**src/rtl/hazard_fwd_unit.sv**
```systemverilog
// Decode-stage hazard detection and EX operand-forwarding select generation.
// Tracks EX/MEM destination registers and raises a one-cycle load-use stall.
module hazard_fwd_unit #(
    parameter int REG_AW = 5,
    parameter int CNT_W  = 16
) (
    input  logic              clk,
    input  logic              rst,
    input  logic              id_valid,
    input  logic [REG_AW-1:0] id_rs,
    input  logic [REG_AW-1:0] id_rt,
    input  logic              id_use_rs,
    input  logic              id_use_rt,
    input  logic [REG_AW-1:0] id_dst,
    input  logic              id_regwrite,
    input  logic              id_memread,
    input  logic              flush,
    output logic              stall,
    output logic [1:0]        fwd_a_sel,
    output logic [1:0]        fwd_b_sel,
    output logic              ex_bubble,
    output logic [CNT_W-1:0]  stall_cnt
);

    localparam logic [1:0] SEL_RF  = 2'b00;
    localparam logic [1:0] SEL_WB  = 2'b01;
    localparam logic [1:0] SEL_MEM = 2'b10;

    logic              ex_v_q, ex_wr_q, ex_ld_q;
    logic [REG_AW-1:0] ex_dst_q;
    logic              mem_v_q, mem_wr_q;
    logic [REG_AW-1:0] mem_dst_q;

    logic              ex_v_d;
    logic [1:0]        fwd_a_d, fwd_b_d;
    logic [1:0]        fwd_a_q, fwd_b_q;
    logic              bubble_d, bubble_q;
    logic [CNT_W-1:0]  cnt_d, cnt_q;

    logic              ex_match_a, ex_match_b;
    logic              mem_match_a, mem_match_b;
    logic              haz_a, haz_b;
    logic [1:0]        sel_a, sel_b;
    logic              load_sel;

    // Register 0 is hard-wired, so it never has a producer.
    always_comb begin
        ex_match_a  = id_use_rs && ex_v_q && ex_wr_q
                      && (ex_dst_q == id_rs) && (id_rs != '0);
        ex_match_b  = id_use_rt && ex_v_q && ex_wr_q
                      && (ex_dst_q == id_rt) && (id_rt != '0);
        mem_match_a = id_use_rs && mem_v_q && mem_wr_q
                      && (mem_dst_q == id_rs) && (id_rs != '0);
        mem_match_b = id_use_rt && mem_v_q && mem_wr_q
                      && (mem_dst_q == id_rt) && (id_rt != '0);
    end

    always_comb begin
        haz_a = ex_match_a && ex_ld_q;
        haz_b = ex_match_b && ex_ld_q;
    end

    // The EX producer is newer than the MEM producer and takes priority.
    always_comb begin
        sel_a = SEL_RF;
        if (ex_match_a)       sel_a = SEL_MEM;
        else if (mem_match_a) sel_a = SEL_WB;
    end

    always_comb begin
        sel_b = SEL_RF;
        if (ex_match_b)       sel_b = SEL_MEM;
        else if (mem_match_b) sel_b = SEL_WB;
    end

    assign stall = id_valid && !flush && (haz_a || haz_b);

    always_comb begin
        load_sel = id_valid && !flush && !stall;
        ex_v_d   = load_sel;
        bubble_d = !load_sel;
        fwd_a_d  = load_sel ? sel_a : SEL_RF;
        fwd_b_d  = load_sel ? sel_b : SEL_RF;
    end

    always_comb begin
        cnt_d = cnt_q;
        if (stall && (cnt_q != '1)) begin
            cnt_d = cnt_q + 1'b1;
        end
    end

    always_ff @(posedge clk or posedge rst) begin
        if (rst) begin
            ex_v_q    <= 1'b0;
            ex_wr_q   <= 1'b0;
            ex_ld_q   <= 1'b0;
            ex_dst_q  <= '0;
            mem_v_q   <= 1'b0;
            mem_wr_q  <= 1'b0;
            mem_dst_q <= '0;
        end else begin
            ex_v_q    <= ex_v_d;
            ex_wr_q   <= id_regwrite;
            ex_ld_q   <= id_memread;
            ex_dst_q  <= id_dst;
            mem_v_q   <= ex_v_q;
            mem_wr_q  <= ex_wr_q;
            mem_dst_q <= ex_dst_q;
        end
    end

    always_ff @(posedge clk or posedge rst) begin
        if (rst) begin
            fwd_a_q  <= SEL_RF;
            fwd_b_q  <= SEL_RF;
            bubble_q <= 1'b1;
            cnt_q    <= '0;
        end else begin
            fwd_a_q  <= fwd_a_d;
            fwd_b_q  <= fwd_b_d;
            bubble_q <= bubble_d;
            cnt_q    <= cnt_d;
        end
    end

    assign fwd_a_sel = fwd_a_q;
    assign fwd_b_sel = fwd_b_q;
    assign ex_bubble = bubble_q;
    assign stall_cnt = cnt_q;

endmodule

```
**config.mk**
```make
export PLATFORM = sky130hd
export DESIGN_NAME = hazard_fwd_unit
export DESIGN_NICKNAME = d
export VERILOG_FILES = /design/src/rtl/hazard_fwd_unit.sv
export SDC_FILE = /design/constraint.sdc
export NUM_CORES = 1
export LEC_CHECK = 0
export ABC_AREA = 0
export ABC_CLOCK_PERIOD_IN_PS = 3700
export CORE_ASPECT_RATIO = 0.5
export CORE_MARGIN = 5
export CORE_UTILIZATION = 49
export DETAILED_ROUTE_END_ITERATION = 8
export GPL_TIMING_DRIVEN = 0
export PLACE_DENSITY = 0.8
export REMOVE_ABC_BUFFERS = 1
export SYNTH_ARGS = -nofsm -noshare
export SYNTH_HDL_FRONTEND = slang
export SYNTH_SLANG_ARGS = --single-unit
export TNS_END_PERCENT = 30
```
**constraint.sdc**
```tcl
create_clock -name clk -period 3.7 [get_ports clk]
set_clock_uncertainty 0.2 [all_clocks]
set_input_delay 0.555 -clock clk [delete_from_list [all_inputs] [get_ports clk]]
set_output_delay 0.555 -clock clk [all_outputs]
set_load 0.02 [all_outputs]
```
Yosys cells after proc, flatten, opt, wreduce, memory -nomap -nowiden
Index checks and enable logic that the tools add are counted.
{"block": "classes", "addsub": 1, "multipliers": 0, "div_mod_pow": 0, "order_cmp": 0, "eq_ne": 5, "n_shift": 0, "muxes": 6, "bitwise_logic": 0, "reduce_logical": 28}
{"op": "1-bit logical AND", "n": 22}
{"op": "5-bit equality test", "n": 4}
{"op": "16-bit by 1-bit adder with 16-bit output, second input constant", "n": 1}
{"op": "16-bit != test, second input constant", "n": 1}
{"op": "5-bit nonzero test", "n": 2}
{"op": "2-bit 2-to-1 mux", "n": 4}
{"op": "1-bit zero test", "n": 3}
{"op": "1-bit 2-to-1 mux", "n": 2}
{"op": "1-bit logical OR", "n": 1}
{"block": "word_totals", "regBits": 36, "latchBits": 0, "mem_bits_rw": 0, "romBits": 0, "input_bits": 23, "output_inout_bits": 22, "wordCells": 51, "mem_count": 0}

Longest topological paths before layout
{"block": "depth", "ltp_word": 10, "mapped_depth": 7, "ltp_nobuf": 6}

Worst setup path before layout
OpenSTA, ideal clock, no wires.
{"block": "synth_timing", "kind": "in2out", "from": "input port id_rt[2]", "to": "output port stall", "t_arrival_ps": 1950, "required_time_ps": 2945, "slack_ps": 995, "path_stages": 6, "n_path_buf": 2, "cell_sequence": "xnor2_1 nand4_1 or4_4 buf_6 buf_6 a21oi_1"}
{"block": "synth_between", "elab_chain_cells": 6, "word_cells_on_any_way": 7, "cone_classes": "eq/ne (1); reduce/logical (6)"}
{"item": "start: declaration", "line": "11", "rtl": "input logic [REG_AW-1:0] id_rt,"}
{"item": "5-bit equality test", "line": "51", "rtl": "&& (ex_dst_q == id_rt) && (id_rt != '0);"}
{"item": "1-bit logical AND", "line": "51"}
{"item": "1-bit logical AND *", "line": "51"}
{"item": "1-bit logical AND *", "line": "60", "rtl": "haz_b = ex_match_b && ex_ld_q;"}
{"item": "1-bit logical OR *", "line": "76", "rtl": "assign stall = id_valid && !flush && (haz_a || haz_b);"}
{"item": "1-bit logical AND *", "line": "76"}
{"item": "end: declaration", "line": "18", "rtl": "output logic stall,"}
Mark *: on every way between the ends. The rest lies on a longest branch, timed or not.

Worst setup path in the final report
{"block": "layout_timing", "from": "input port id_rs[0]", "to": "output port stall"}
{"block": "layout_between", "elab_chain_cells": 6, "word_cells_on_any_way": 7, "cone_classes": "eq/ne (1); reduce/logical (6)"}
{"item": "start: declaration", "line": "10", "rtl": "input logic [REG_AW-1:0] id_rs,"}
{"item": "5-bit equality test", "line": "49", "rtl": "&& (ex_dst_q == id_rs) && (id_rs != '0);"}
{"item": "1-bit logical AND", "line": "49"}
{"item": "1-bit logical AND *", "line": "49"}
{"item": "1-bit logical AND *", "line": "59", "rtl": "haz_a = ex_match_a && ex_ld_q;"}
{"item": "1-bit logical OR *", "line": "76"}
{"item": "1-bit logical AND *", "line": "76"}
Marked as above.

==> results.py <==
metrics = {
    "routing": {
        "first_pass_iters": 4,
        "vias": 1372,
        "via_per_inst": 5.47,
        "drc": 0,
        "final_antenna_net_count": 0,
        "wire_per_inst_um": 15.9,
        "drt_iter0_drc": 99,
        "wl_um": 4000,
    },
    "setup_path": {
        "critPathArrivalTime_ps": 2570,
        "worstPathMaxFanout": 10,
        "start_kind": "primary input",
        "critPathKind": "primary input to output port",
        "worst_path_max_delay_cell": "or4_1",
        "crit_chain": "clkdlybuf4s50_1 -> or4_1 -> o21ai_1 -> or4_4 -> a21oi_1 -> dlymetal6s2s_1",
        "ff2ff_setup_slack_ps": 1090,
        "worst-path-buf-inv": 2,
        "critPathTopFamily": "simple AND/OR/NAND/NOR gates",
        "cp_slowest_stage_delay_ps": 550,
        "cp.required_ps": 2940,
        "end_kind": "output port",
    },
    "pwr": {
        "leakage_nw": 1.02,
        "power_density_nw_per_um2": 316,
        "vdd.ir_drop.worst_mv": 0.158,
    },
    "synth": {
        "yosys-top-cells-area": "dfrtp_1 (47%), xor2_1 (9.0%), xnor2_1 (6.6%)",
        "ys_warn_count": 0,
        "synth_edf_count": 0,
        "synth-main-ff-cell": "dfrtp_1",
        "synthDistinctLibCells": 30,
        "synth_common_cells": "dfrtp_1 (35), xor2_1 (19), xnor2_1 (14)",
        "synth_area_um2": 1850,
        "syn_inst": 153,
        "synthArstFlopShare_pct": 100,
        "ys_seq_area_share_pct": 48.9,
        "synthMostInstantiatedCell": "dfrtp_1",
        "synth_seq_cells": 36,
        "synth_top_cell_by_area": "dfrtp_1",
        "synth.top_cell.area_share_pct": 47.5,
        "post_synth.cell_area_avg_um2": 12.1,
    },
    "final_layout": {
        "finalNonFillerCells": 251,
        "post-route-util_pct": 67.9,
        "drive_gt1_share_pct": 14.0,
        "nets": 223,
        "diodes": 0,
        "synthToLayoutAreaGrowth_pct": 29.8,
    },
    "global_routing": {
        "grt_start_max_net_pins": 37,
        "grt_pass1_vias": 1312,
        "gr-usage-all-layers_pct": 15.6,
        "grt-ovfl-total": 0,
        "antenna_found_initial": 0,
        "grt_pass1_wl_um": 6310,
    },
    "timing": {
        "max_freq_mhz": 301,
        "fin_crit_ps": 3330,
        "whs_ps": 184,
        "maxSlewViolCount": 0,
        "finalSetupViolCount": 0,
        "tightest_slew_ps": 726,
        "slew_headroom_pct": 51.5,
        "rsz0062_at_grt": "no",
        "hold_viol": 0,
        "setup_ws_ps": 374,
        "fin_setup_tns_ps": 0,
        "fin_crit_sh_pct": 89.9,
    },
    "floorplan": {
        "start_util_pct": 52.3,
        "dieWidth_um": 96.8,
        "io_pins": 45,
        "rows": 15,
        "die_area_um2": 5170,
        "core-area_um2": 3530,
        "die-height_um": 53.4,
    },
    "cts": {
        "clk_latency_ps": 280,
        "clkTransAtPathRegs_ps": 70,
        "ctsHtreeMaxLevel": 2,
        "root_buffer": "clkbuf_8",
        "cts.sinks": 36,
        "cts_buffers": 5,
        "cts_max_path_buffers": 2,
        "cts_tree": "done",
    },
    "placed_design": {
        "gp_routability_congestion": 0.837,
        "hpwl_um": 2770,
        "dpl.cell_count": 242,
        "numPortBuffers": 44,
        "pre_cts_slack_ps": 47.8,
    },
    "hold_path": {
        "hold_class": "flip-flop to flip-flop",
    },
    "run_status": {
        "status": "complete, no violations",
    },
    "flow_run": {
        "cap_viol_max_count": 0,
    },
}
-- layer usage --
metal	global-route usage (%)	up-vias	wire length, um
met5	0	-	0
met4	4.90	0	36
met3	4.08	5	250
met2	26.5	47	1870
met1	19.9	672	1840
li1	-	648	-
-- logic make-up (layout without fill, tap and decap cells) --
logic type	Yosys count	in the layout	synth area share, %
AO/OA/AOI/OAI	22	22	13.4
XOR/XNOR	33	33	15.7
adder cells (fa/ha/maj)	1	1	0.678
buffers and inverters	12	58	4.13
flip-flops	36	36	48.9
multiplexers	3	3	1.83
AND/OR/NAND/NOR	46	47	15.4
-- power breakdown --
part | internal, mW | switching, mW | leakage (nW) | total (mW)
registers | 0.403 | 0.00845 | 0.457 | 0.412
clock network | 0.131 | 0.144 | 0.0479 | 0.275
logic | 0.0372 | 0.0325 | 0.512 | 0.0697
-- through the flow --
step / instance area, um^2 / power, mW
after floorplan: 1790 / 0.450
after global placement: 2300 / 0.486
after detailed placement: 2300 / 0.488
after CTS: 2380 / 0.760
after global routing: 2390 / 0.790
final: 2390 / 0.756
-- layout by cell type, fill, tap and decap left out, drive strengths merged, types with 6 or more instances in the layout --
cell type      count
clkdlybuf4s50     43
dfrtp             35
xor2              19
xnor2             14
or4               10
nand2              9
nand3              8
a2111oi            7
nand4              6
inv                6
a211oi             6
-- path summary, 6_finish.rpt --
| check | start | endpoint | cells after the start |
|---|---|---|---|
| max in group asynchronous | rst | stall_cnt[9]$_DFFE_PP0P_ | 2 |
| min | ex_wr_q$_DFF_PP0_ | mem_wr_q$_DFF_PP0_ | 0 |
| max | id_rs[0] | stall | 6 |
| max reg2reg | ex_dst_q[3]$_DFF_PP0_ | stall_cnt[14]$_DFFE_PP0P_ | 5 |
| min in group asynchronous | rst | stall_cnt[4]$_DFFE_PP0P_ | 2 |
| min reg2reg | ex_wr_q$_DFF_PP0_ | mem_wr_q$_DFF_PP0_ | 0 |
-- registers in the layout (all words and copies together), names as in the netlist --
register,count
stall_cnt,16
ex_dst_q,5
mem_dst_q,5
fwd_a_sel,2
fwd_b_sel,2
ex_bubble,1
ex_ld_q,1
ex_v_q,1
ex_wr_q,1
mem_v_q,1
mem_wr_q,1
-- cell type report --
class / instances / area, um^2
well taps: 51 / 63.8
inverters: 6 / 22.5
clock buffers: 5 / 68.8
fillers: 285 / 1130
clock inverters: 3 / 18.8
flip-flops and latches: 36 / 902
repair buffers: 44 / 443
multi-input cells: 106 / 876
-- what timing repair did --
action                                  4_1_cts  5_1_grt
hold buffers                                  0        0
buffers inserted                              0        0
gates resized for setup                       0        1
hold endpoints to repair                      0        0
endpoints found under the setup margin        0        1
(Power assumes the default switching activity.)
